**config.mk**
```make
export PLATFORM = sky130hd
export DESIGN_NAME = wb_port_arbiter
export DESIGN_NICKNAME = d
export VERILOG_FILES = /design/src/rtl/wb_port_arbiter.sv
export SDC_FILE = /design/constraint.sdc
export NUM_CORES = 1
export LEC_CHECK = 0
export CORE_MARGIN = 2
export CORE_UTILIZATION = 55
export DETAILED_ROUTE_END_ITERATION = 6
export PLACE_DENSITY = 0.84
export SLEW_MARGIN = 20
export SYNTH_ARGS = -nofsm -noshare
export SYNTH_HDL_FRONTEND = slang
export SYNTH_SLANG_ARGS = --single-unit
```
**constraint.sdc**
```tcl
create_clock -name clk_i -period 5 [get_ports clk_i]
set_input_delay 0.5 -clock clk_i [delete_from_list [all_inputs] [get_ports clk_i]]
set_output_delay 0.5 -clock clk_i [all_outputs]
set_load 0.1 [all_outputs]
```
**src/rtl/wb_port_arbiter.sv**
```systemverilog
// wb_port_arbiter
//   Shares the register file's single write port between the pipeline
//   writeback (PIPE) and the multi-cycle MUL/DIV unit (MDU). MDU results are
//   buffered in a small FIFO. A per-register busy scoreboard tracks in-flight
//   MDU destinations so decode can stall on RAW hazards.
//
// Port summary
//   clk_i, rst_n_i                      clock, async active-low reset
//   pipe_we_i/pipe_rd_i/pipe_data_i     pipeline writeback request
//   mdu_valid_i/mdu_ready_o             MDU result handshake
//   mdu_rd_i/mdu_data_i                 MDU result destination/data
//   issue_valid_i/issue_rd_i            MDU op issue (sets busy)
//   rs1_addr_i/rs2_addr_i               decode sources
//   rs1_busy_o/rs2_busy_o               busy lookup (combinational, 0 for x0)
//   pipe_stall_o                        WB slot forced to the FIFO this cycle
//   write_en_o/in_addr_o/data_in_o      registered register file write port
//
// Configuration
//   WB_BYPASS_EN  when defined, an MDU result arriving on an idle port with
//                 an empty FIFO is written straight to the outputs.
module wb_port_arbiter #(
    parameter int DEPTH        = 2,
    parameter int STARVE_LIMIT = 4
) (
    input  logic        clk_i,
    input  logic        rst_n_i,
    input  logic        pipe_we_i,
    input  logic [4:0]  pipe_rd_i,
    input  logic [31:0] pipe_data_i,
    input  logic        mdu_valid_i,
    output logic        mdu_ready_o,
    input  logic [4:0]  mdu_rd_i,
    input  logic [31:0] mdu_data_i,
    input  logic        issue_valid_i,
    input  logic [4:0]  issue_rd_i,
    input  logic [4:0]  rs1_addr_i,
    input  logic [4:0]  rs2_addr_i,
    output logic        rs1_busy_o,
    output logic        rs2_busy_o,
    output logic        pipe_stall_o,
    output logic        write_en_o,
    output logic [4:0]  in_addr_o,
    output logic [31:0] data_in_o
);
    localparam int PW = (DEPTH > 1) ? $clog2(DEPTH) : 1;
    localparam int CW = $clog2(DEPTH + 1);
    localparam int SW = $clog2(STARVE_LIMIT + 1);
    localparam logic [CW-1:0] FULL_CNT    = CW'(DEPTH);
    localparam logic [SW-1:0] STARVE_LAST = SW'(STARVE_LIMIT - 1);

    logic [4:0]    fifo_rd_q   [DEPTH];
    logic [31:0]   fifo_data_q [DEPTH];
    logic [PW-1:0] wptr_q, wptr_d, rptr_q, rptr_d;
    logic [CW-1:0] count_q, count_d;
    logic [SW-1:0] starve_q, starve_d;
    logic          stall_q, stall_d;
    logic          we_q, we_d;
    logic [4:0]    addr_q, addr_d;
    logic [31:0]   data_q, data_d;
    logic [31:0]   busy_q, busy_d;

    logic fifo_empty, fifo_full, pipe_req, pop, push, bypass, clr_busy;
    logic [4:0] clr_addr;

    assign fifo_empty  = (count_q == '0);
    assign fifo_full   = (count_q == FULL_CNT);
    assign mdu_ready_o = rst_n_i & ~fifo_full;
    assign pipe_req    = pipe_we_i & (pipe_rd_i != 5'd0);

`ifdef WB_BYPASS_EN
    assign bypass = fifo_empty & ~stall_q & ~pipe_req & mdu_valid_i & (mdu_rd_i != 5'd0);
`else
    assign bypass = 1'b0;
`endif

    // A full FIFO never pushes: ready is evaluated on the pre-edge occupancy.
    assign push = mdu_valid_i & ~fifo_full & (mdu_rd_i != 5'd0) & ~bypass;

    always_comb begin
        pop      = 1'b0;
        stall_d  = 1'b0;
        starve_d = '0;
        we_d     = 1'b0;
        addr_d   = addr_q;
        data_d   = data_q;
        clr_busy = 1'b0;
        clr_addr = 5'd0;

        if (stall_q) begin
            // Forced slot; the pipe holds its request and re-presents it.
            pop = ~fifo_empty;
        end else if (pipe_req) begin
            we_d   = 1'b1;
            addr_d = pipe_rd_i;
            data_d = pipe_data_i;
            if (!fifo_empty) begin
                if (starve_q == STARVE_LAST) stall_d = 1'b1;
                else                         starve_d = starve_q + 1'b1;
            end
        end else if (!fifo_empty) begin
            pop = 1'b1;
        end else if (bypass) begin
            we_d     = 1'b1;
            addr_d   = mdu_rd_i;
            data_d   = mdu_data_i;
            clr_busy = 1'b1;
            clr_addr = mdu_rd_i;
        end

        if (pop) begin
            we_d     = 1'b1;
            addr_d   = fifo_rd_q[rptr_q];
            data_d   = fifo_data_q[rptr_q];
            clr_busy = 1'b1;
            clr_addr = fifo_rd_q[rptr_q];
        end

        rptr_d = pop  ? rptr_q + 1'b1 : rptr_q;
        wptr_d = push ? wptr_q + 1'b1 : wptr_q;
        case ({push, pop})
            2'b10:   count_d = count_q + 1'b1;
            2'b01:   count_d = count_q - 1'b1;
            default: count_d = count_q;
        endcase

        // Clear first so a same-cycle reissue of the register wins.
        busy_d = busy_q;
        if (clr_busy) busy_d[clr_addr] = 1'b0;
        if (issue_valid_i && issue_rd_i != 5'd0) busy_d[issue_rd_i] = 1'b1;
    end

    always_ff @(posedge clk_i or negedge rst_n_i) begin
        if (!rst_n_i) begin
            wptr_q   <= '0;
            rptr_q   <= '0;
            count_q  <= '0;
            starve_q <= '0;
            stall_q  <= 1'b0;
            we_q     <= 1'b0;
            addr_q   <= 5'd0;
            data_q   <= 32'd0;
            busy_q   <= 32'd0;
        end else begin
            wptr_q   <= wptr_d;
            rptr_q   <= rptr_d;
            count_q  <= count_d;
            starve_q <= starve_d;
            stall_q  <= stall_d;
            we_q     <= we_d;
            addr_q   <= addr_d;
            data_q   <= data_d;
            busy_q   <= busy_d;
        end
    end

    always_ff @(posedge clk_i) begin
        if (push) begin
            fifo_rd_q[wptr_q]   <= mdu_rd_i;
            fifo_data_q[wptr_q] <= mdu_data_i;
        end
    end

    assign rs1_busy_o   = (rs1_addr_i != 5'd0) & busy_q[rs1_addr_i];
    assign rs2_busy_o   = (rs2_addr_i != 5'd0) & busy_q[rs2_addr_i];
    assign pipe_stall_o = stall_q;
    assign write_en_o   = we_q;
    assign in_addr_o    = addr_q;
    assign data_in_o    = data_q;

endmodule
```
==> impl_metrics.yaml, run 1 <==
status:
  status: "completed"
placement:
  gp_congestion: 1.06
  numPortBuffers: 135
  hpwl_mm: 11.8
  dp_slack_ps: 1190
  place_inst: 856
route:
  viasPerCell: 5.96
  firstDrtPassIters: 5
  drc: 0
  post_drt_wl_per_cell_um: 19.6
  ant_nets: 0
  drt_iter0_drc: 399
  vias: 5309
  wirelength_mm: 17.5
synth:
  synth-edff-count: 74
  synth_top_family_by_area: "compound AO/OA/AOI/OAI gates"
  synthCells: 584
  synth_simple_gate_area_share_pct: 12.1
  muxShareOfSynthArea_pct: 12.0
  synth-main-ff-cell: "dfrtp_1"
  synth_seq_cells: 151
  yosys-top-cells-area: "edfxtp_1, dfrtp_1, mux2i_1, mux4_2, nand2_1"
  synth-compound-area-share_pct: 12.7
  postSynth.asyncResetShare_pct: 51.0
  synthAdderAreaFrac_pct: 0.355
  synth_top_area_cell: "edfxtp_1"
  yosysWarningCount: 0
  synth_cell_types: 51
  synth_top_area_share_pct: 31.5
  ys_seq_area_share_pct: 58.9
  syn_area_mm2: 0.00705
  synthXorXnorAreaFrac_pct: 0.621
  avgSynthCellArea_um2: 12.1
  syn_nets: 680
setup_path:
  critPathKind: "in -> out"
  critPathCaptureType: "output port"
  r2r_start: "rptr_q"
  reg2reg_to: "busy_q[21]"
  cp_max_fo: 8
  r2r_slack_ps: 2370
  cp.arrival_ps: 3340
  rr_worst_depth: 5
  cp.required_ps: 4500
  cp-start-kind: "primary input"
clock_tree:
  cts-root-buf: "clkbuf_16"
  cts-buffers-inserted: 17
  ctsHtreeMaxLevel: 4
  cts_resized: 0
  hold_buffers: 0
  clk_path_buf_depth: 2
  post_cts_buffers: 0
  clock_sinks: 151
  clock_latency_ps: 430
  cts_tree: "yes"
  clk_pin_slew_ps: 50
final_layout:
  final_common_cell: "clkdlybuf4s50_1"
  syn2layout_area_growth_pct: 28.9
  fin_cells: 891
  diodes: 0
  nFillCells: 814
  final_layout_size_suffix_gt1_share_pct: 11.0
  fin_util_pct: 72.3
  layout_common_cells: "clkdlybuf4s50_1, dfrtp_1, edfxtp_1"
  final_nets: 802
sta:
  worstMarginPinSlew_ps: 1050
  setup_viol: 0
  fin_crit_ps: 3840
  period_share_pct: 76.9
  maxSlewHeadroom_pct: 29.5
  fmax_mhz: 260
  worst_slack_ps: 1160
  maxSlewViolCount: 0
  rsz0062_at_grt: "no"
  finalHoldViolCount: 0
  skew_ps: 5.06
  tns_ps: 0
global_route:
  grt_usage_pct: 26.4
  gr-total-overflow: 0
  grt_max_degree: 92
  grt_pass1_wl_mm: 26.9
  antenna_found_initial: 0
  grt_pass1_vias: 5257
die:
  die_y_um: 117
  ios: 136
  initial_utilization_pct: 56.1
  dieArea_mm2: 0.0137
  die_x_um: 117
  coreArea_mm2: 0.0126
  fp-row-count: 41
power:
  power_density_mw_per_mm2: 610
  ir_worst_vdd_mv: 0.572
  p_leak_nw: 3.36
min_path:
  worstHoldPathType: "in -> async"
job:
  drv_cap: 0
## synth_stat cells (2+ instances only)
cell type,n
nor3b_1,4
a31oi_1,2
a21oi_1,32
nand3_1,15
mux4_2,14
nor4b_1,2
nor3_1,7
mux2i_4,4
inv_1,3
buf_1,2
edfxtp_1,74
mux2_1,4
o41ai_1,13
buf_6,7
xnor2_1,3
nand2b_1,6
o211ai_2,6
mux2_2,2
ha_1,2
nor2_1,45
nand3b_1,8
o31ai_1,15
xor2_1,2
or2_2,2
o21ai_1,33
nand2_1,68
buf_2,10
clkbuf_1,16
and3_1,3
o21ai_0,40
and4_1,2
nand3_2,2
dfrtp_1,77
buf_4,4
mux2i_1,36
and2_1,4
## state kept, by name, indices dropped and copies added (netlist names), 2 cells and up
register	count
busy_q	31
count_q	2
data_in_o	32
fifo_data_q	64
fifo_rd_q	10
in_addr_o	5
starve_q	3
## per-stage QoR
step	area (um2)	power, mW	hold slack (ps)
6_report	9080	5.54	146
5_1_grt	9080	5.78	186
4_1_cts	9020	5.53	406
3_5_place_dp	8440	4.27	444
3_3_place_gp	8440	4.21	429
2_1_floorplan	7050	3.66	204
## metal layers
metal	vias up	global-route usage, %	wire, um
li1	2422	-	-
met1	2569	32.8	6700
met2	272	42.7	8730
met3	46	8.50	1600
met4	0	11.6	443
met5	-	0	0
## worst max-delay path by stage
stage | depth (start not counted) | endpoint | startpoint | slack (ps)
after global placement | 6 | rs1_busy_o | rs1_addr_i[0] | 1260
after floorplan | 3 | fifo_data_q[0][0] | mdu_rd_i[3] | 2270
after detailed placement | 6 | rs2_busy_o | rs2_addr_i[0] | 1190
final | 6 | rs2_busy_o | rs2_addr_i[0] | 1160
after global routing | 6 | rs2_busy_o | rs2_addr_i[0] | 1020
after CTS | 6 | rs2_busy_o | rs2_addr_i[0] | 1180
## worst max-delay path, cell delays in order
cell and delay [ps]:
clkdlybuf4s50_1 750, mux4_2 560, nor4b_1 340, nor2_1 80, and4_1 150, clkdlybuf4s50_1 960
## area by class of cell
cell class                      count  area (um2)  area share (%)
Clock buffer                       21         460            5.07
Tap cell                          172         215            2.37
Timing Repair Buffer              142        1440            15.8
Sequential cell                   151        4150            45.7
Inverter                            3        11.3           0.124
Multi-Input combinational cell    391        2690            29.6
Clock inverter                     11         124            1.36
## where the power goes
part	switching, mW	internal (mW)
Clock	0.489	0.761
Sequential	0.203	1.66
Combinational	1.71	0.724
## cells by family (layout without fill, tap and decap cells)
| family | Yosys count | count (layout) |
|---|---|---|
| XOR/XNOR | 5 | 5 |
| adder cells (fa/ha/maj) | 2 | 2 |
| flip-flops | 151 | 151 |
| AO/OA/AOI/OAI | 146 | 146 |
| AND/OR/NAND/NOR | 177 | 177 |
| buffers and inverters | 42 | 177 |
| multiplexers | 61 | 61 |
(Power assumes the default switching activity.)
==> inputs of run 2 (changes only) <==
--- a/config.mk
+++ b/config.mk
@@ -6,9 +6,9 @@
 export NUM_CORES = 1
 export LEC_CHECK = 0
 export CORE_MARGIN = 2
-export CORE_UTILIZATION = 55
+export CORE_UTILIZATION = 52
 export DETAILED_ROUTE_END_ITERATION = 6
-export PLACE_DENSITY = 0.84
+export PLACE_DENSITY = 0.8
 export SLEW_MARGIN = 20
 export SYNTH_ARGS = -nofsm -noshare
 export SYNTH_HDL_FRONTEND = slang
==> constraint.sdc (replaced) <==
create_clock -name clk_i -period 3.7 [get_ports clk_i]
set_input_delay 0.37 -clock clk_i [delete_from_list [all_inputs] [get_ports clk_i]]
set_output_delay 0.37 -clock clk_i [all_outputs]
set_load 0.1 [all_outputs]
==> impl_metrics.yaml, run 2 (synthesized netlist as in run 1, its figures left out) <==
status:
  status: "completed"
setup_path:
  critPathCaptureType: "output port"
  cp.required_ps: 3330
  slowest_stage: "clkdlybuf4s50_1"
  cp_max_fo: 8
  path_cells: "clkdlybuf4s50_1 -> mux4_2 -> nor4b_1 -> nor2_1 -> and4_1 -> buf_4"
  cpPeakStageDelay_ps: 730
  rr_worst_depth: 4
  critPathKind: "in -> out"
  cp.arrival_ps: 2520
  cp-start-kind: "primary input"
route:
  ant_nets: 0
  wirelength_mm: 17.6
  firstDrtPassIters: 7
  viasPerCell: 5.88
  drt_iter0_drc: 344
  post_drt_wl_per_cell_um: 19.7
  drc: 0
  vias: 5254
final_layout:
  layout_common_cells: "clkdlybuf4s50_1, dfrtp_1, edfxtp_1"
  final_nets: 801
  largest_reg_flops: 64
  syn2layout_area_growth_pct: 28.9
  fin_util_pct: 68.6
  final_layout_size_suffix_gt1_share_pct: 11.4
  final_common_cell: "clkdlybuf4s50_1"
  regMostFlops: "fifo_data_q"
  diodes: 0
  fin_cells: 894
sta:
  worstMarginPinSlew_ps: 1030
  fmax_mhz: 345
  worst_slack_ps: 805
  fin_crit_ps: 2890
  finalHoldViolCount: 0
  rsz0062_at_grt: "no"
  maxSlewViolCount: 0
  skew_ps: 9.12
  setup_viol: 0
  period_share_pct: 78.2
  maxSlewHeadroom_pct: 31.4
  tns_ps: 0
placement:
  gp_congestion: 0.999
  dp_slack_ps: 816
  place_inst: 862
  hpwl_mm: 11.7
  numPortBuffers: 135
clock_tree:
  clock_sinks: 151
  clk_pin_slew_ps: 60
  cts-root-buf: "clkbuf_16"
  cts_resized: 0
  post_cts_buffers: 0
  cts_tree: "yes"
  clock_latency_ps: 420
  hold_buffers: 0
  clk_path_buf_depth: 2
  ctsHtreeMaxLevel: 4
  cts-buffers-inserted: 17
die:
  die_y_um: 120
  dieArea_mm2: 0.0145
  coreArea_mm2: 0.0132
  initial_utilization_pct: 53.2
  ios: 136
  die_x_um: 120
  fp-row-count: 42
global_route:
  global_route.usage.met3_pct: 6.75
  grt_usage_pct: 24.7
  use_met1_pct: 31.1
  grt_pass1_vias: 5383
  grt_max_degree: 93
  use_met2_pct: 41.3
  grt_pass1_wl_mm: 27.4
  top_usage_layer: "met2"
  antenna_found_initial: 0
  gr-total-overflow: 0
power:
  p_leak_nw: 3.36
  power_density_mw_per_mm2: 830
  ir_worst_vdd_mv: 0.528
min_path:
  worstHoldPathType: "in -> async"
job:
  drv_cap: 0
-- run 2: cell type report --
class	instances	area, um2
multi-input cells	391	2690
clock buffers	18	429
flip-flops and latches	151	4150
repair buffers	141	1420
fillers	925	4160
clock inverters	14	175
inverters	3	11.3
well taps	176	220
-- run 2: path summary, 6_finish.rpt --
kind / start / to / slack (ps)
max: rs1_addr_i[0] / rs1_busy_o / 810
min: rst_n_i / count_q[0] / 100
max reg2reg: rptr_q / busy_q[9] / 1440
min reg2reg: starve_q[0] / starve_q[0] / 490
max in group asynchronous: rst_n_i / data_in_o[23] / 3100
min in group clk_i: pipe_data_i[18] / data_in_o[18] / 480
-- run 2: power by group --
group	leakage, nW	internal, mW	switching (mW)
registers	1.56	2.24	0.297
clock network	0.287	1.07	0.685
logic	1.52	0.970	2.28
total	3.36	4.28	3.27
-- run 2: worst max-delay path: cells and delay by family --
kind	cells	cell delay (ps)
buffers and inverters	2	960
and+or+nand+nor	3	600
muxes	1	580
-- run 2: stage by stage --
step                power, mW  hold slack, ps  instance area [um2]
floorplan                4.95            74.4                 7050
global placement         5.72             427                 8480
detailed placement       5.79             465                 8480
CTS                      7.56             274                 9080
global route             7.86             163                 9090
finish                   7.54            98.1                 9090
-- run 2: metal layers --
layer / wire length [um] / part of all wire [%] / vias up
li1: - / - / 2400
met1: 6860 / 39 / 2552
met2: 8740 / 50 / 263
met3: 1600 / 9.1 / 39
met4: 427 / 2.4 / 0
met5: 0 / 0 / -
==> inputs of run 3 (changes only) <==
==> constraint.sdc (replaced) <==
create_clock -name clk_i -period 2.85 [get_ports clk_i]
set_input_delay 0.285 -clock clk_i [delete_from_list [all_inputs] [get_ports clk_i]]
set_output_delay 0.285 -clock clk_i [all_outputs]
set_load 0.1 [all_outputs]
==> impl_metrics.yaml, run 3 (synthesized netlist as in run 1, its figures left out) <==
status:
  status: "completed"
sta:
  tns_ps: 0
  maxSlewViolCount: 0
  whs_ps: 331
  worst_slack_ps: 164
  worstMarginPinSlew_ps: 735
  rsz0062_at_grt: "no"
  fin_crit_ps: 2690
  fmax_mhz: 372
  setup_viol: 0
  period_share_pct: 94.2
  finalHoldViolCount: 0
  skew_ps: 7.67
  maxSlewHeadroom_pct: 50.8
final_layout:
  fin_cells: 897
  nFillCells: 928
  layout_common_cells: "clkdlybuf4s50_1, dfrtp_1, edfxtp_1"
  regMostFlops: "fifo_data_q"
  final_common_cell: "clkdlybuf4s50_1"
  final_layout_size_suffix_gt1_share_pct: 16.5
  final_nets: 804
  syn2layout_area_growth_pct: 28.1
  largest_reg_flops: 64
  diodes: 0
route:
  post_drt_wl_per_cell_um: 19.3
  ant_nets: 0
  wirelength_mm: 17.3
  viasPerCell: 5.91
  drc: 0
  vias: 5301
  drt_iter0_drc: 484
  firstDrtPassIters: 5
setup_path:
  cp_max_fo: 8
  cp-start-kind: "primary input"
  cp.required_ps: 2570
  cp.arrival_ps: 2400
  path_delay_family: "buffers and inverters"
  cpPeakStageDelay_ps: 770
  r2r_slack_ps: 580
  path_cells: "clkdlybuf4s50_1 -> mux4_2 -> nor3b_1 -> a31oi_1 -> and4_1 -> buf_12"
  slowest_stage: "clkdlybuf4s50_1"
  cp_num_buf_inv: 2
  critPathCaptureType: "output port"
  critPathKind: "in -> out"
die:
  coreArea_mm2: 0.0132
  ios: 136
  dieArea_mm2: 0.0145
  fp-row-count: 42
  die_y_um: 120
  initial_utilization_pct: 53.2
  die_x_um: 120
placement:
  numPortBuffers: 135
  gp_congestion: 0.961
  place_inst: 863
  hpwl_mm: 11.8
  dp_slack_ps: 190
clock_tree:
  cts_tree: "yes"
  ctsHtreeMaxLevel: 4
  cts-root-buf: "clkbuf_16"
  clk_pin_slew_ps: 60
  cts-buffers-inserted: 17
  clock_latency_ps: 410
  clk_path_buf_depth: 2
  post_cts_buffers: 0
  clock_sinks: 151
power:
  power_density_mw_per_mm2: 1080
  p_leak_nw: 3.44
  ir_worst_vdd_mv: 0.766
  report.power.total_mw: 9.73
global_route:
  grt_usage_pct: 24.9
  grt_pass1_wl_mm: 27.7
  antenna_found_initial: 0
  grt_max_degree: 93
  gr-total-overflow: 0
  grt_pass1_vias: 5434
job:
  drv_cap: 0
min_path:
  worstHoldPathType: "in -> async"
==> run 3: changes by cell type in the layout (fill, tap and decap cells not counted), sizes merged <==
| cell | previous run | this run |
|---|---|---|
| buf | 10 | 51 |
| dlygate4sd3 | 0 | 1 |
| inv | 5 | 3 |
| clkbuf | 18 | 22 |
| clkdlybuf4s50 | 131 | 92 |
| clkinv | 6 | 7 |
| clkinvlp | 3 | 0 |
==> run 3: where the power goes <==
part / switching [mW] / internal (mW) / leakage, nW
sequential: 0.392 / 2.91 / 1.56
clock: 0.825 / 1.43 / 0.296
combinational: 2.96 / 1.21 / 1.58
total: 4.18 / 5.55 / 3.44
==> run 3: repair_timing <==
| item | in CTS | in global routing |
|---|---|---|
| hold buffers | 1 | 0 |
| hold endpoints to repair | 22 | 0 |
| setup endpoints to repair | 0 | 0 |
| resized for setup | 0 | 0 |
==> run 3: metrics by stage <==
stage          area, um2  util [%]
2_1_floorplan       7050         -
3_3_place_gp        8400      63.4
3_5_place_dp        8400      63.4
4_1_cts             9010      68.0
5_1_grt             9030      68.2
6_report            9030      68.2
==> run 3: final cells by class <==
class / count / area, um2 / share of cell area (%)
Sequential cell: 151 / 4150 / 46.0
Multi-Input combinational cell: 391 / 2690 / 29.7
Timing Repair Buffer: 144 / 1360 / 15.1
Clock buffer: 22 / 474 / 5.25
Tap cell: 176 / 220 / 2.44
Clock inverter: 10 / 125 / 1.39
Inverter: 3 / 11.3 / 0.125
==> run 3: metal layers <==
| layer | wire [um] | GRT usage (%) | share of wire (%) | up-vias |
|---|---|---|---|---|
| li1 | - | - | - | 2409 |
| met1 | 6690 | 31.1 | 39 | 2562 |
| met2 | 8660 | 41.7 | 50 | 287 |
| met3 | 1580 | 6.60 | 9.1 | 43 |
| met4 | 411 | 9.67 | 2.4 | 0 |
| met5 | 0 | 0 | 0 | - |
==> run 3: path summary, 6_finish.rpt <==
path,start,end,cells after the start
worst min-delay path,rst_n_i,count_q[0],2
max in group asynchronous,rst_n_i,busy_q[6],3
min in group clk_i,pipe_data_i[27],data_in_o[27],3
worst min register to register,starve_q[0],starve_q[0],1
worst max-delay path,rs2_addr_i[0],rs2_busy_o,6
worst max register to register,count_q[0],busy_q[4],4
